**config.mk**
```make
export PLATFORM = sky130hd
export DESIGN_NAME = conv_out_requant_pool
export DESIGN_NICKNAME = d
export VERILOG_FILES = /design/src/rtl/conv_out_requant_pool.sv
export SDC_FILE = /design/constraint.sdc
export NUM_CORES = 1
export LEC_CHECK = 0
export ABC_AREA = 1
export CORE_UTILIZATION = 54
export DETAILED_ROUTE_END_ITERATION = 12
export GPL_ROUTABILITY_DRIVEN = 0
export PLACE_DENSITY = 0.71
export SLEW_MARGIN = 25
export SYNTH_ARGS = -nofsm -noshare
export SYNTH_HDL_FRONTEND = slang
export SYNTH_SLANG_ARGS = --single-unit
```
**constraint.sdc**
```tcl
create_clock -name sclk -period 9.25 [get_ports sclk]
set_clock_uncertainty 0.2 [all_clocks]
set_input_delay 1.3875 -clock sclk [delete_from_list [all_inputs] [get_ports sclk]]
set_output_delay 1.3875 -clock sclk [all_outputs]
set_load 0.01 [all_outputs]
```
**src/rtl/conv_out_requant_pool.sv**
```systemverilog
// Conv post-processing: ReLU, rounded requant to int8, then 2x2 stride-2 max pool.
// Build option LEAKY_RELU_EN: negative sums take a x>>>3 slope instead of clamping to zero.
module conv_out_requant_pool #(
    parameter int IMG_W   = 52,
    parameter int IMG_H   = 52,
    parameter int SHIFT_W = 5
) (
    input  logic               sclk,
    input  logic               s_rst_n,
    input  logic               in_valid,
    input  logic               in_sof,
    input  logic [23:0]        in_data,
    input  logic [SHIFT_W-1:0] shift,
    output logic               out_valid,
    output logic [7:0]         out_data,
    output logic               frame_done
);
    localparam int CW  = $clog2(IMG_W);
    localparam int RW  = $clog2(IMG_H);
    localparam int LBN = IMG_W / 2;
    localparam int LBW = (LBN > 1) ? $clog2(LBN) : 1;

    // pixel position counters and latched shift
    logic [CW-1:0]      col_q, col_d, pix_col;
    logic [RW-1:0]      row_q, row_d, pix_row;
    logic [SHIFT_W-1:0] shift_q, shift_d, eff_shift;

    // requant datapath
    logic signed [23:0] din;
    logic signed [24:0] relu_v, rnd_v, sum_v, shr_v;
    logic signed [7:0]  q_sat;

    // stage 1
    logic               s1_valid_q;
    logic signed [7:0]  s1_data_q;
    logic               s1_odd_col_q;
    logic               s1_odd_row_q;
    logic [LBW-1:0]     s1_idx_q;
    logic               s1_last_q;

    // stage 2
    logic signed [7:0]  hold_q;
    logic signed [7:0]  h_max;
    logic               s2_valid_q;
    logic signed [7:0]  s2_h_q;
    logic signed [7:0]  s2_lb_q;
    logic               s2_last_q;

    // stage 3
    logic               out_valid_q;
    logic signed [7:0]  out_data_q;
    logic               frame_done_q;

    logic signed [7:0]  lb_q [LBN];

    // A start-of-frame pixel is placed at (0,0) in the same cycle and uses the new shift.
    always_comb begin
        pix_col   = in_sof ? '0 : col_q;
        pix_row   = in_sof ? '0 : row_q;
        eff_shift = in_sof ? shift : shift_q;
        col_d     = col_q;
        row_d     = row_q;
        shift_d   = shift_q;
        if (in_valid) begin
            shift_d = eff_shift;
            if (pix_col == CW'(IMG_W - 1)) begin
                col_d = '0;
                row_d = (pix_row == RW'(IMG_H - 1)) ? '0 : pix_row + 1'b1;
            end else begin
                col_d = pix_col + 1'b1;
                row_d = pix_row;
            end
        end
    end

    always_comb begin
        din    = signed'(in_data);
        relu_v = {din[23], din};
`ifdef LEAKY_RELU_EN
        if (din[23]) relu_v = relu_v >>> 3;
`else
        if (din[23]) relu_v = '0;
`endif
        rnd_v = '0;
        if (eff_shift != '0) rnd_v = 25'(1) << (eff_shift - 1'b1);
        sum_v = relu_v + rnd_v;
        shr_v = sum_v >>> eff_shift;
        if (shr_v > 25'sd127)       q_sat = 8'sd127;
        else if (shr_v < -25'sd128) q_sat = -8'sd128;
        else                        q_sat = shr_v[7:0];
    end

    always_ff @(posedge sclk or negedge s_rst_n) begin
        if (!s_rst_n) begin
            col_q        <= '0;
            row_q        <= '0;
            shift_q      <= '0;
            s1_valid_q   <= 1'b0;
            s1_data_q    <= '0;
            s1_odd_col_q <= 1'b0;
            s1_odd_row_q <= 1'b0;
            s1_idx_q     <= '0;
            s1_last_q    <= 1'b0;
        end else begin
            col_q      <= col_d;
            row_q      <= row_d;
            shift_q    <= shift_d;
            s1_valid_q <= in_valid;
            if (in_valid) begin
                s1_data_q    <= q_sat;
                s1_odd_col_q <= pix_col[0];
                s1_odd_row_q <= pix_row[0];
                s1_idx_q     <= LBW'(pix_col >> 1);
                s1_last_q    <= (pix_col == CW'(IMG_W - 1)) && (pix_row == RW'(IMG_H - 1));
            end
        end
    end

    // A restart always lands on an even column, so any half-built pair is simply overwritten.
    assign h_max = (s1_data_q > hold_q) ? s1_data_q : hold_q;

    always_ff @(posedge sclk or negedge s_rst_n) begin
        if (!s_rst_n) begin
            hold_q     <= '0;
            s2_valid_q <= 1'b0;
            s2_h_q     <= '0;
            s2_lb_q    <= '0;
            s2_last_q  <= 1'b0;
        end else begin
            s2_valid_q <= s1_valid_q & s1_odd_col_q & s1_odd_row_q;
            if (s1_valid_q) begin
                if (!s1_odd_col_q) begin
                    hold_q <= s1_data_q;
                end else if (s1_odd_row_q) begin
                    s2_h_q    <= h_max;
                    s2_lb_q   <= lb_q[s1_idx_q];
                    s2_last_q <= s1_last_q;
                end
            end
        end
    end

    always_ff @(posedge sclk) begin
        if (s1_valid_q && s1_odd_col_q && !s1_odd_row_q) lb_q[s1_idx_q] <= h_max;
    end

    always_ff @(posedge sclk or negedge s_rst_n) begin
        if (!s_rst_n) begin
            out_valid_q  <= 1'b0;
            out_data_q   <= '0;
            frame_done_q <= 1'b0;
        end else begin
            out_valid_q  <= s2_valid_q;
            frame_done_q <= s2_valid_q & s2_last_q;
            if (s2_valid_q) out_data_q <= (s2_lb_q > s2_h_q) ? s2_lb_q : s2_h_q;
        end
    end

    assign out_valid  = out_valid_q;
    assign out_data   = out_data_q;
    assign frame_done = frame_done_q;

endmodule

```
==> metrics.csv <==
metric,value,unit
initial detailed-routing violation count,1571,
Synth Warn #,0,
Buffers on Ports,42,
WL final,39.3,mm
Final Hold Fails,0,
post-route cell area,16800,um^2
n_diodes,0,
Starting Density,55.6,%
fmax,135,MHz
prevailing post-synth register cell,edfxtp_1,
Post-synth top cells,"nand2_1 (363), nand3_1 (260), inv_1 (216)",
total CTS buffers,29,
Detailed Place HPWL,26.4,mm
vias per inst,5.88,
Chip Width,169,um
Leak,6.85,nW
Register Area,8000,um^2
CP Launch Type,input pin,
number of synthesized register bits,278,
worst setup path startpoint,in_sof,
core area,27200,um^2
vias in the first global route,11500,
Total GRT Usage,27.7,%
largest net degree at the start of global routing,71,
Yosys cell types,49,
ys async rst share,25.2,%
global route overflow,0,
number of flops mapped to enable cells by yosys,208,
I/O pins,43,
post-route clock period utilization,80.0,%
# nets final,1828,
initial antenna violation count,0,
Area after DPL,15900,um^2
DR WL/cell,18.3,um
"Seq/Total Area, Yosys",52.9,%
Fillers,2277,
power per cell area,201,nW/um^2
post-cts resize count,0,
Syn Std Cell Area,15100,um^2
via count,12600,
row count,60,
worst rel slew slack,37.6,%
Final Hold Slack,0.280,ns
die height,169,um
CTS Hold Buffers Added,0,
biggest area consumer among synthesized cells,edfxtp_1,
crit path kind,input pin to flip-flop,
footprint of the multi-input gates,6000,um^2
final slew viol count,0,
main area contributors after synthesis,"edfxtp_1 (41%), dfrtp_1 (12%), nand2_1 (9.0%), nand3_1 (8.6%), inv_1 (5.4%)",
Root Driver,clkbuf_16,
Mapped Cells,1742,
Pre-antenna DRT Iters,6,
first-pass GRT wire length,61.9,mm
Skew-Pair Late Insertion Delay,0.54,ns
min Tclk post-route,7.40,ns
# Post-CTS Setup Buffers,0,
WP data required,9.47,ns
WP data arrival,7.62,ns
unrepaired setup endpoints after global routing,false,
worst vdd ir,140,uV
Max clock buf depth,3,
layout cells sized above 1,5.63,%
H-Tree Depth,1,
most common cell in the netlist,nand2_1,
Hold/Removal Path Class,flip-flop to flip-flop,
Mapped Nets,1817,
Sink Count,278,
Routed Antenna Nets,0,
area share of the largest cell type after synthesis,41.3,%
crit end category,flip-flop,
area delta synth->final,11.2,%
DRC Markers,0,
worst r2r src,shift_q[4],
status,"complete, no violations",
peak fanout along the critical path,24,
CTS tree,yes,
clock-pin slew on the worst setup and hold paths,0.06,ns
Setup Total Neg Slack,0,ns
total of max-cap violations,0,
final setup violation count,0,
die area,28700,um^2
Slew @ Worst Pin,0.936,ns
"Avg Cell Area, Syn",8.68,um^2
hold_sp,s2_last_q,
==> per-layer routing <==
metal | routed length (um) | track usage (%)
met4 | 996 | 7.21
met1 | 17100 | 41.2
met3 | 3840 | 4.31
met5 | 0 | 0
met2 | 17300 | 42.3
==> placed cells by master, fill, tap and decap left out, drive strengths merged, types with 34 or more instances in the layout <==
| master | Yosys | final |
|---|---|---|
| clkdlybuf4s50 | 0 | 41 |
| a22oi | 49 | 49 |
| dfrtp | 70 | 70 |
| inv | 222 | 223 |
| nor2 | 166 | 166 |
| o21ai | 74 | 74 |
| nand2 | 367 | 367 |
| a31oi | 48 | 48 |
| clkbuf | 60 | 34 |
| nand3 | 266 | 266 |
| ha | 41 | 41 |
| edfxtp | 208 | 208 |
==> sequential cells by signal, summed over array words and instances (netlist names), 5 cells and up <==
register and count:
col_q 6, hold_q 8, shift_q 5, s1_data_q 8, s1_idx_q 5, s2_h_q 8, lb_q 208, row_q 6
s2_lb_q 8, out_data 8
==> critical path, stage by stage <==
cell	delay (ns)
clkdlybuf4s50_1	0.89
o21ai_1	0.87
inv_2	0.27
nor2_1	0.74
inv_1	0.43
nor3_1	0.31
ha_1	0.34
nand2_1	0.17
inv_1	0.08
nand2_1	0.06
nand2_1	0.06
inv_1	0.10
nand2_1	0.06
nand2_1	0.10
nand4_1	0.24
nand3_1	0.24
nand3_1	0.14
nand3_1	0.12
nand3_1	0.11
nand3_1	0.11
nand2_1	0.06
inv_1	0.05
nand3_1	0.07
nor2_1	0.20
nand3_1	0.16
nand3_4	0.14
a21oi_1	0.08
==> power breakdown <==
group	switching, mW	internal (mW)	leakage, nW
Sequential	0.0257	1.50	2.75
Clock	0.472	0.686	0.455
Combinational	0.507	0.189	3.65
Total	1.00	2.37	6.85
==> final cells by class <==
| type | instances | area share, % |
|---|---|---|
| Clock buffer | 34 | 4.43 |
| Clock inverter | 19 | 1.20 |
| Inverter | 223 | 4.98 |
| Multi-Input combinational cell | 1160 | 35.7 |
| Sequential cell | 278 | 47.6 |
| Tap cell | 372 | 2.77 |
| Timing Repair Buffer | 61 | 3.33 |
==> cell families after synthesis <==
group / count (synthesis) / share of synthesized area (%)
AND/OR/NAND/NOR: 862 / 24.9
buffers and inverters: 304 / 7.77
flip-flops: 278 / 52.9
AO/OA/AOI/OAI: 245 / 10.2
adder cells (fa/ha/maj): 42 / 3.53
XOR/XNOR: 11 / 0.637
==> path summary, 6_finish.rpt <==
kind | end | slack (ns) | depth (start not counted)
hold reg to reg | frame_done | 0.28 | 2
setup / recovery | s1_data_q[4] | 1.85 | 27
max in group asynchronous | s1_idx_q[0] | 7.44 | 1
min in group asynchronous | row_q[2] | 0.79 | 1
hold / removal | frame_done | 0.28 | 2
setup reg to reg | s1_data_q[4] | 3.47 | 26
==> per-stage QoR <==
| stage | power [mW] | utilization [%] | worst slack [ns] | cells |
|---|---|---|---|---|
| after CTS | 3.38 | 61.8 | 2.07 | 2147 |
| final | 3.38 | 61.9 | 1.85 | 2147 |
| after detailed placement | 2.23 | 58.3 | 1.50 | 2094 |
| after floorplan | 1.97 | - | 4.21 | 1742 |
| after global routing | 3.51 | 61.9 | 1.29 | 2147 |
| after global placement | 2.22 | 58.3 | 1.65 | 2094 |
No activity file was read; power rests on OpenSTA's default activity.
==> RTL change: new RTL, config.mk and constraints unchanged <==
Change the parameter `IMG_W` from 52 to 104.
--- a/src/rtl/conv_out_requant_pool.sv
+++ b/src/rtl/conv_out_requant_pool.sv
@@ -1,7 +1,7 @@
 // Conv post-processing: ReLU, rounded requant to int8, then 2x2 stride-2 max pool.
 // Build option LEAKY_RELU_EN: negative sums take a x>>>3 slope instead of clamping to zero.
 module conv_out_requant_pool #(
-    parameter int IMG_W   = 52,
+    parameter int IMG_W   = 104,
     parameter int IMG_H   = 52,
     parameter int SHIFT_W = 5
 ) (
Function: same outputs for any inputs over 10 cycles, from zero or initial values and one cycle with s_rst_n low; that may be too few to reach the edited logic, so the function may still have changed.
==> RTL change against the original RTL <==
Routed wire length rose by 52%; area after synthesis rose by 55%; total power rose by 62%; sequential cell count rose by 210; critical path depth rose by 1; final area rose by 54%; largest power group unchanged; worst setup slack improved by 590 ps; critical endpoint is now s1_data_q[0].
==> RTL change: results (changes against the original RTL) <==
| Metric | Value |
|---|---|
| Status | `finished, final reports clean` |
| Iteration-0 DRC Markers | `2,162 (+38%)` |
| CTS root buf | `clkbuf_16` |
| Post-synth EDFFs | `416 (+100%)` |
| Final hold slack | `255.2 ps (-24.66 ps)` |
| Pre-CTS setup slack | `2130 ps (+633.8 ps)` |
| Reg2reg end | `s1_data_q[0]` |
| Top post-synthesis cells by area | `edfxtp_1 53%, dfrtp_1 7.7%, nand2_1 5.8%` |
| Filler Cell Count | `3,405 (+50%)` |
| Total CTS buffers | `48 (+66%)` |
| Worst skew pair latency | `570 ps (+30 ps)` |
| Synthesized net count | `2,381 (+31%)` |
| Post-synthesis sequential area ratio | `61.10% (+8.2 points)` |
| Total routed wirelength | `59,870 um (+52%)` |
| Lkg Pwr | `9.512 nW (+39%)` |
| CP required | `9490 ps (+20 ps)` |
| Dpl hpwl | `37,470 um (+42%)` |
| Post-route DRC | `0 (unchanged)` |
| Synth cell types | `52 (+6.1%)` |
| Port buffer count | `42 (unchanged)` |
| Placed instance count | `2,835 (+35%)` |
| Wire per inst | `20.49 um (+12%)` |
| H-tree levels | `2 (+1)` |
| Crit Path Max Fanout | `21 (-13%)` |
| Most instantiated cells after synthesis | `416 x edfxtp_1, 363 x nand2_1, 298 x nor2_1, 268 x o21ai_0, 208 x inv_1` |
| Share of cells above drive strength 1 | `6.439% (+0.81 points)` |
| Cell count of the worst reg-to-reg path | `27 (+3.8%)` |
| Global-route wire length before repair | `94,220 um (+52%)` |
| Slew headroom | `26.83% (-11 points)` |
| Max VDD drop | `0.1562 mV (+11%)` |
| YS warnings | `0 (unchanged)` |
| Post-synthesis async set-or-reset flop share | `14.75% (-10 points)` |
| Reg2reg setup slack | `3990 ps (+520 ps)` |
| Via Count | `17,290 (+37%)` |
| Syn avg cell area | `10.14 um^2 (+17%)` |
| CP peak stage delay | `870 ps (-20 ps)` |
| First-pass DRT Iterations | `9 (+3)` |
| Vias in the first global route | `16,690 (+45%)` |
| Gr usage total | `27.56% (-0.15 points)` |
RTL change: changes by cell type after synthesis, sizes merged, moves of 18 or more:
| cell | delta |
|---|---|
| a31oi | -39 |
| clkbuf | +31 |
| a22oi | -48 |
| nor2 | +141 |
| nand3 | -102 |
| a41oi | +33 |
| o21ai | +199 |
| nor3 | -18 |
| o21a | +129 |
| edfxtp | +208 |
RTL change: worst max path at each step:
stage           start      endpoint  slack, ps  cells after the start
2_1_floorplan  in_sof  s1_data_q[0]       4180                     33
3_3_place_gp   in_sof  s1_data_q[2]       2230                     28
3_5_place_dp   in_sof  s1_data_q[0]       2130                     36
4_1_cts        in_sof  s1_data_q[0]       2680                     36
5_1_grt        in_sof  s1_data_q[0]       1930                     36
6_report       in_sof  s1_data_q[0]       2450                     28
RTL change: where the power goes:
group | switching [W] | internal (W)
clock | 0.000806 | 0.00106
sequential | 0.0000351 | 0.00268
combinational | 0.000684 | 0.000231
RTL change: cells by family after synthesis:
family | after synthesis | share of synthesized area (%)
buffers and inverters | 333 | 5.504
muxes | 1 | 0.04279
DFF | 488 | 61.10
xor gates and xnor gates | 11 | 0.4118
AOI/OAI and AO/OA | 547 | 14.87
and+or+nand+nor | 884 | 15.78
adders and majority gates | 42 | 2.279
RTL change: metal layers:
metal | GRT usage [%] | wire length, um
met1 | 38.48 | 25070
met2 | 44.60 | 28160
met3 | 3.874 | 4865
met4 | 9.137 | 1781
met5 | 0 | 0
RTL change: critical path: cells and delay by family:
kind,cells,cell delay (ps)
simple gates,19,2420
fa+ha+maj,1,380
buf+inv,6,1980
compound gates,2,860
RTL change: cell type report:
type / instances / share of cell area (%)
Clock inverter: 22 / 0.6813
Inverter: 221 / 3.213
Tap cell: 577 / 2.788
Sequential cell: 488 / 55.21
Clock buffer: 65 / 5.088
Multi-Input combinational cell: 1485 / 30.72
Timing Repair Buffer: 64 / 2.300
RTL change: stage by stage:
| step | total power [W] | utilization (%) | instance area [um^2] |
|---|---|---|---|
| after floorplan | 0.003319 | - | 23390 |
| after global placement | 0.003639 | 57.63 | 24390 |
| after detailed placement | 0.003662 | 57.64 | 24390 |
| after CTS | 0.005506 | 61.17 | 25890 |
| after global routing | 0.005683 | 61.19 | 25890 |
| final | 0.005491 | 61.19 | 25890 |
